==> src/rtl/float_copro_ctrl.sv <==
// float_copro_ctrl: sequencer that holds opcode/operands steady for a multicycle float datapath
module float_copro_ctrl #(
  parameter int LATENCY = 4,
  parameter int NUM_OPS = 4
) (
  input  logic        clk,
  input  logic        rst_n,
  input  logic        user_valid,
  input  logic [10:0] user_opcode,
  input  logic [31:0] user_operand_0,
  input  logic [31:0] user_operand_1,
  output logic [31:0] user_result,
  output logic        user_complete,
  output logic        user_error,
  output logic        busy,
  output logic [10:0] dp_opcode,
  output logic [31:0] dp_op0,
  output logic [31:0] dp_op1,
  input  logic [31:0] dp_result
);
  localparam logic [1:0] IDLE = 2'd0;
  localparam logic [1:0] EXEC = 2'd1;
  localparam logic [1:0] DONE = 2'd2;
  localparam logic [10:0] N_OPS = 11'(NUM_OPS);
  localparam logic [3:0] CNT_INIT = 4'(LATENCY - 1);
  logic [1:0] state;
  logic [3:0] cnt;
  logic       err;
  assign busy = state != IDLE;
  // FSM: capture in IDLE, count down in EXEC, pulse completion from DONE
  always_ff @(posedge clk) begin
    if (!rst_n) begin
      state <= IDLE;
      cnt <= 4'd0;
      err <= 1'b0;
      user_result <= 32'd0;
      user_complete <= 1'b0;
      user_error <= 1'b0;
      dp_opcode <= 11'd0;
      dp_op0 <= 32'd0;
      dp_op1 <= 32'd0;
    end else begin
      user_complete <= 1'b0;
      user_error <= 1'b0;
      case (state)
        IDLE: if (user_valid) begin
          if (user_opcode < N_OPS) begin
            dp_opcode <= user_opcode;
            dp_op0 <= user_operand_0;
            dp_op1 <= user_operand_1;
            cnt <= CNT_INIT;
            err <= 1'b0;
            state <= EXEC;
          end else begin
            user_result <= 32'd0;
            err <= 1'b1;
            state <= DONE;
          end
        end
        EXEC: if (cnt == 4'd0) begin
          user_result <= dp_result;
          state <= DONE;
        end else cnt <= cnt - 4'd1;
        DONE: begin
          user_complete <= 1'b1;
          user_error <= err;
          state <= IDLE;
        end
        default: state <= IDLE;
      endcase
    end
  end
endmodule

==> config.mk <==
export PLATFORM = sky130hd
export DESIGN_NAME = float_copro_ctrl
export DESIGN_NICKNAME = d
export VERILOG_FILES = /design/src/rtl/float_copro_ctrl.sv
export SDC_FILE = /design/constraint.sdc
export NUM_CORES = 1
export LEC_CHECK = 0
export CAP_MARGIN = 10
export CELL_PAD_IN_SITES_DETAIL_PLACEMENT = 0
export CELL_PAD_IN_SITES_GLOBAL_PLACEMENT = 1
export CORE_MARGIN = 8
export CORE_UTILIZATION = 30
export DETAILED_ROUTE_END_ITERATION = 10
export PLACE_DENSITY = 0.82
export SYNTH_ARGS = -nofsm -noshare
export SYNTH_HDL_FRONTEND = slang
export SYNTH_SLANG_ARGS = --single-unit
==> constraint.sdc <==
create_clock -name clk -period 2.7 [get_ports clk]
set_clock_uncertainty 0.1 [all_clocks]
set_input_delay 0.54 -clock clk [delete_from_list [all_inputs] [get_ports clk]]
set_output_delay 0.54 -clock clk [all_outputs]
set_load 0.1 [all_outputs]
==> summary.txt, run 1 <==
Status -> completed
Final Util -> 0.4909
Cell family with most CP delay -> flip-flops
WL/cell -> 14.96 um
Non-Filler Instances -> 904
CP bufs+invs -> 1
Area Growth Syn to Fin -> 62.88%
Row cnt -> 44
Critical path launch point -> state[1]
IO Port Bufs -> 219
Combinational family with the most area after synthesis -> simple AND/OR/NAND/NOR gates
Mux share of post-synthesis cell area -> 0.07425
Starting density of the core -> 0.3014
GRT Total Usage -> 0.1444
Post-Synth XOR/XNOR Area -> 0.004060
Worst Path Required -> 2060 ps
Final worst slack -> 692.6 ps
Synth Flop Type -> dfxtp_1
GPL Wtd Cong -> 0.7161
LEAKAGE -> 2.857 nW
Post-route ant nets -> 0
Max Buffers Root-to-Sink -> 2
Clock Tree Root -> clkbuf_16
Drt pass-1 iters -> 4
Max-cap violations -> 0
Worst hold slack -> 353.0 ps
Post-synth net total -> 607
Sequential cell area -> 0.002322 mm^2
GRT Residual Overflow -> 0
First-pass GRT wire length -> 21160 um
Dpl cells -> 872
Largest net degree at the start of global routing -> 43
Routed wire length -> 13530 um
Hold Path Class -> flop to flop
Multi-input logic area -> 0.001769 mm^2
Worst slew margin -> 0.6066
Via density -> 4.466
CTS tree -> built
Yosys reg bits -> 116
Crit path capture type -> output port
Max incr delay on CP -> 390 ps
Post-synthesis adder-cell area fraction -> 0.005800
CP Class -> flop to output port
DP Area -> 0.006350 mm^2
Power per Cell Area -> 643.7 mW/mm^2
Clk slew on worst S/H paths -> 60 ps
Ys Warns -> 0
DRT iter0 DRCs -> 171
R2r startpoint -> state[1]
Max frequency -> 498.2 MHz
R2R setup slack -> 900 ps
CTS sink cnt -> 116
Io pins -> 220
Count of final setup violators -> 0
Antenna fix cells -> 0
Synth Area in Compound Gates -> 0.09571
Post-synthesis simple-gate area fraction -> 0.2268
Proportion of synthesized flip-flops having asynchronous set or reset -> 0
Crit Path Max Fanout -> 7
DP Wirelength -> 9943 um
CP arrival -> 1370 ps
Nets -> 819
Die Ht -> 135.9 um
Core Area -> 0.01431 mm^2
Worst slew pin tran -> 586.1 ps
Design area -> 0.007027 mm^2
Sequential cell area fraction in the yosys report -> 0.5383
Commonest non-fill, non-tap cell in the layout -> nand2_1
Cell Area, Synth -> 0.004314 mm^2
Hold buffer count at cts -> 0
Via count of the routed design -> 4037
Final min period -> 2007 ps
H-tree depth -> 4
Pwr Total -> 4.523 mW
Die ar. -> 0.01847 mm^2
RSZ-0062 raised after global routing -> false
Crit-path cells -> or2_2, buf_4
Post-Place Setup Slack -> 275.3 ps
Clk_lat worst skew -> 410 ps
Unique masters post-synth -> 33
Hold path start -> dp_op1[29]
CTS resizes -> 0
Num CTS Buffers -> 17
Fin. max-slew vios -> 0
Commonest cells after routing, fill and taps aside -> nand2_1 (197), buf_4 (117), dfxtp_1 (116)
# Post-CTS Setup Buffers -> 0
Fraction of layout cells with a size suffix above 1 -> 0.2403
Crit start category -> flop
Max VDD drop -> 0.3702 mV
Vias in the first global route -> 4090
Final Hold Viols -> 0
Number of synthesized flops with an enable pin -> 0
DRC violations left -> 0
Die Width -> 135.9 um
Crit-path slowest cell -> dfxtp_1
Post-synthesis instance total -> 495
Syn_area_per_cell -> 8.715 um^2
Initial antenna violation count -> 0
Final TNS setup -> 0 ps
Final cycle utilization of the critical path -> 0.7435
Fill cells -> 1348
==> per-layer routing <==
metal | global-route usage | vias to the layer above | wire [um] | part of all wire
met4 | 0.05125 | 0 | 141 | 0.010
met5 | 0 | - | 0 | 0
met3 | 0.06874 | 15 | 1271 | 0.094
li1 | - | 2020 | - | -
met2 | 0.2343 | 135 | 6541 | 0.48
met1 | 0.1624 | 1867 | 5572 | 0.41
==> path summary, 6_finish.rpt <==
path / to / cells past startpoint
min: dp_op1[29] / 2
max: busy / 2
min reg2reg: dp_op1[29] / 2
max reg2reg: dp_op0[16] / 5
==> state kept, by name, summed over array words and instances (netlist names), 2 cells and up <==
signal	flops
state	2
cnt	4
dp_opcode	11
dp_op0	32
dp_op1	32
user_result	32
==> power breakdown <==
part	total, mW	switching, mW	internal, mW
clock network	2.54	0.802	1.74
registers	1.72	0.00331	1.72
logic	0.262	0.0955	0.167
==> worst register-to-register path: stages, from the launching register on <==
cell and delay (ps):
dfxtp_1 390, nor3b_2 310, and4_2 340, buf_4 340, nand2_1 140, a21oi_2 110
==> Yosys cell counts (4+ instances only) <==
master	instances	area share
nand2_1	197	0.17
dfxtp_1	116	0.54
a21oi_1	56	0.065
mux2i_1	32	0.074
clkbuf_1	17	0.015
a21oi_2	10	0.020
buf_2	10	0.012
and3_1	9	0.013
nor2_1	8	0.0070
nor3_1	5	0.0058
inv_1	4	0.0035
==> cell families (layout without fill, tap and decap cells) <==
family | Yosys count | count (layout)
XOR/XNOR | 2 | 2
adder cells (fa/ha/maj) | 2 | 2
AND/OR/NAND/NOR | 233 | 233
flip-flops | 116 | 116
multiplexers | 32 | 32
AO/OA/AOI/OAI | 70 | 70
buffers and inverters | 40 | 265
==> layout make-up <==
type,instances,share of cell area
tap,184,0.03276
timing repair buffer,228,0.2860
inverter,5,0.002671
multi-input combinational,339,0.2518
clock inverter,11,0.02796
clock buffer,21,0.06838
sequential,116,0.3305
Power figures use the tool's default switching activity.
==> run 2: changes to the inputs <==
- CORE_UTILIZATION: 30 -> 28
- PLACE_DENSITY: 0.82 -> 0.77
- clock period: 2.7 -> 1.9 ns (I/O delays scaled with it)
==> summary.txt, run 2 (synthesized netlist as in run 1, its figures left out) <==
Met1 Resource Use GR -> 0.1574
Crit path capture type -> flop
Via count of the routed design -> 4104
Max Buffers Root-to-Sink -> 2
Max VDD drop -> 0.5249 mV
Die Width -> 140.1 um
CTS resizes -> 0
Most used routing layer -> met2
Status -> completed
DRT iter0 DRCs -> 115
Worst slew pin tran -> 426.4 ps
Sequential cell area -> 0.002322 mm^2
Critical path launch point -> user_opcode[6]
DP Wirelength -> 11050 um
Max-cap violations -> 0
Die ar. -> 0.01964 mm^2
GRT Residual Overflow -> 0
Antenna fix cells -> 0
Via density -> 4.490
Routed wire length -> 14440 um
WHS Path Cells -> 1
Crit Reg-Reg Endpoint -> user_result[0]
Crit start category -> input pin
Area Growth Syn to Fin -> 97.04%
Hold buffer count at cts -> 0
Clk_lat worst skew -> 400 ps
Biggest regs -> dp_op0: 32 flops, dp_op1: 32 flops, user_result: 32 flops
Crit path to -> user_result[0]
H-tree depth -> 4
Final TNS setup -> 0 ps
Io pins -> 220
Initial antenna violation count -> 0
Vias in the first global route -> 4223
Multi-input logic area -> 0.001775 mm^2
Nets -> 825
Final Hold Viols -> 0
CP Class -> input pin to flop
Clk slew on worst S/H paths -> 50 ps
Worst Path Required -> 2130 ps
Fill cells -> 1283
Commonest cells after routing, fill and taps aside -> nand2_1 (197), dfxtp_1 (116), buf_12 (116)
RSZ-0062 raised after global routing -> true
Core Area -> 0.01515 mm^2
Post-route ant nets -> 0
Met3 GRT Util -> 0.06252
Crit Path Max Fanout -> 20
Hold Path Class -> flop to flop
Row cnt -> 45
Final Util -> 0.5613
R2R setup slack -> 170 ps
Fraction of layout cells with a size suffix above 1 -> 0.2479
Final cycle utilization of the critical path -> 0.9645
Drt pass-1 iters -> 4
GRT Total Usage -> 0.1469
Num CTS Buffers -> 17
WL/cell -> 15.80 um
R2r startpoint -> cnt[0]
Met2 usage -> 0.2515
CTS tree -> built
Worst slew margin -> 0.7158
DRC violations left -> 0
CTS sink cnt -> 116
Power per Cell Area -> 751.2 mW/mm^2
LEAKAGE -> 3.182 nW
Count of final setup violators -> 0
Fin. max-slew vios -> 0
IO Port Bufs -> 219
Final min period -> 1833 ps
First-pass GRT wire length -> 22740 um
Clock Tree Root -> clkbuf_16
Die Ht -> 140.1 um
# Post-CTS Setup Buffers -> 0
Worst reg2reg path depth -> 7
Starting density of the core -> 0.2848
GPL Wtd Cong -> 0.7432
Largest net degree at the start of global routing -> 43
Commonest non-fill, non-tap cell in the layout -> nand2_1
CP arrival -> 2060 ps
Max frequency -> 545.7 MHz
run 2: area by class of cell:
type | instances | share of cell area
clock inverters | 12 | 0.02370
multi-input cells | 339 | 0.2089
clock buffers | 20 | 0.05490
repair buffers | 234 | 0.4095
flip-flops and latches | 116 | 0.2732
well taps | 188 | 0.02767
inverters | 5 | 0.002208
run 2: how the worst min path moves through the flow:
stage | startpoint | to | slack, ps
3_3_place_gp | err | user_error | 340
2_1_floorplan | err | user_error | 330
4_1_cts | err | user_error | 370
5_1_grt | user_operand_1[16] | dp_op1[16] | 400
3_5_place_dp | err | user_error | 350
6_report | err | user_error | 370
run 2: routing by layer:
metal | routed length [um] | vias up
li1 | - | 2036
met1 | 5755 | 1918
met2 | 7317 | 135
met3 | 1116 | 15
met4 | 249 | 0
met5 | 0 | -
run 2: worst max-delay path, cell delays in order:
cell and delay [ps]:
clkdlybuf4s50_1 440, nor4_4 370, a311oi_2 200, o21bai_4 240
buf_12 220, mux2i_1 210
run 2: stage by stage:
stage | area (um^2) | hold slack [ps] | power, mW | worst slack [ps] | cells
floorplan | 4314 | 330.5 | 2.627 | 218.7 | 495
global placement | 7826 | 343.0 | 2.891 | -313.2 | 882
detailed placement | 7826 | 347.7 | 2.895 | -351.7 | 882
CTS | 8494 | 369.6 | 6.487 | 74.60 | 914
global route | 8501 | 401.1 | 6.618 | -23.92 | 914
finish | 8501 | 365.7 | 6.386 | 67.47 | 914
run 2: where the power goes:
group          internal [mW]  switching (mW)  total, mW
clock network           2.43            1.11       3.54
registers               2.44         0.00538       2.44
logic                  0.257           0.142      0.399
total                   5.13            1.26       6.39
==> run 3: changes to the inputs <==
- CELL_PAD_IN_SITES_DETAIL_PLACEMENT: 0 -> default
- CELL_PAD_IN_SITES_GLOBAL_PLACEMENT: 1 -> default
- CORE_UTILIZATION: 28 -> 30
- PLACE_DENSITY: 0.77 -> 0.6
==> summary.txt, run 3 (synthesized netlist as in run 1, its figures left out) <==
Clk slew on worst S/H paths -> 50 ps
Drt pass-1 iters -> 4
Final TNS setup -> 0 ps
Worst slew pin tran -> 406.6 ps
Wire length on met3 -> 1594 um
Via count of the routed design -> 4069
Status -> completed
Fill cells -> 1197
LEAKAGE -> 3.191 nW
CTS sink cnt -> 116
DRC violations left -> 0
Final Hold Viols -> 0
Core Area -> 0.01431 mm^2
Crit path capture type -> flop
Starting density of the core -> 0.3014
Worst slew margin -> 0.7289
WL/cell -> 15.59 um
Commonest non-fill, non-tap cell in the layout -> nand2_1
Top layer in use -> met4
Biggest regs -> dp_op0: 32 flops, dp_op1: 32 flops, user_result: 32 flops
Worst hold slack -> 356.3 ps
Max-cap violations -> 0
DR WL met2 -> 6903 um
Area Growth Syn to Fin -> 96.37%
Count of final setup violators -> 0
Vias in the first global route -> 4252
First-pass GRT wire length -> 22050 um
GRT Total Usage -> 0.1524
H-tree depth -> 4
CP Class -> input pin to flop
Fin. max-slew vios -> 0
Max frequency -> 549.2 MHz
Max Buffers Root-to-Sink -> 2
RSZ-0062 raised after global routing -> false
Antenna fix cells -> 0
Num CTS Buffers -> 17
Clk_lat worst skew -> 410 ps
Die Ht -> 135.9 um
Post-Place Setup Slack -> -363.2 ps
Power per Cell Area -> 735.3 mW/mm^2
Final min period -> 1821 ps
GRT Residual Overflow -> 0
Routed wire length -> 14140 um
Io pins -> 220
DRT iter0 DRCs -> 135
CTS tree -> built
Die ar. -> 0.01847 mm^2
Die Width -> 135.9 um
GPL Wtd Cong -> 0.7389
Crit start category -> input pin
Final cycle utilization of the critical path -> 0.9584
Final worst slack -> 79.13 ps
Final Util -> 0.5919
Sum of routed wire segments on met1 -> 5420 um
Fraction of layout cells with a size suffix above 1 -> 0.2448
Largest net degree at the start of global routing -> 66
Design area -> 0.008472 mm^2
Hold Path Class -> flop to flop
Worst Path Required -> 2130 ps
CP arrival -> 2060 ps
Post-route ant nets -> 0
Hold buffer count at cts -> 0
Nets -> 823
DP Wirelength -> 10650 um
Row cnt -> 44
Commonest cells after routing, fill and taps aside -> nand2_1 (197), buf_12 (116), dfxtp_1 (115)
Initial antenna violation count -> 0
Clock Tree Root -> clkbuf_16
Max VDD drop -> 0.5960 mV
IO Port Bufs -> 219
Crit Path Max Fanout -> 13
DP Area -> 0.007799 mm^2
Via density -> 4.486
[run 3: final timing paths]
kind | startpoint | end | slack (ps) | depth (start not counted)
max | user_opcode[7] | user_result[20] | 80 | 6
min | err | user_error | 360 | 1
max reg2reg | cnt[0] | user_result[20] | 130 | 7
min reg2reg | err | user_error | 360 | 1
[run 3: what timing repair did]
| action | 4_1_cts | 5_1_grt |
|---|---|---|
| setup endpoints to repair | 0 | 24 |
| gates resized for setup | 0 | 4 |
| setup buffers | 0 | 0 |
[run 3: stage by stage]
stage / power, mW / std cells
3_5_place_dp: 2.890 / 875
4_1_cts: 6.321 / 906
2_1_floorplan: 2.627 / 495
3_3_place_gp: 2.885 / 875
5_1_grt: 6.466 / 907
6_report: 6.229 / 907
[run 3: layout make-up]
class | count | area [um^2] | share of cell area
Multi-Input combinational cell | 339 | 1775 | 0.2096
Clock buffer | 22 | 484.2 | 0.05716
Timing Repair Buffer | 232 | 3490 | 0.4119
Inverter | 5 | 18.77 | 0.002215
Clock inverter | 9 | 150.1 | 0.01772
Tap cell | 184 | 230.2 | 0.02717
Sequential cell | 116 | 2323 | 0.2743
[run 3: report_power, final]
group          leakage (nW)  switching [mW]  internal [mW]
Combinational          1.95           0.144          0.259
Clock                 0.308            1.06           2.32
Sequential            0.935         0.00540           2.44
Total                  3.19            1.21           5.02
[run 3: worst max-delay path, stage by stage]
cell and delay, ps:
clkdlybuf4s50_1 450, nor4_4 350, a311oi_2 190, o21bai_4 260, clkbuf_16 240, mux2i_1 180
[run 3: routing by layer]
| metal | track usage | vias to the layer above |
|---|---|---|
| met2 | 0.2505 | 142 |
| met1 | 0.1588 | 1874 |
| li1 | - | 2034 |
| met5 | 0 | - |
| met4 | 0.06040 | 0 |
| met3 | 0.08537 | 19 |
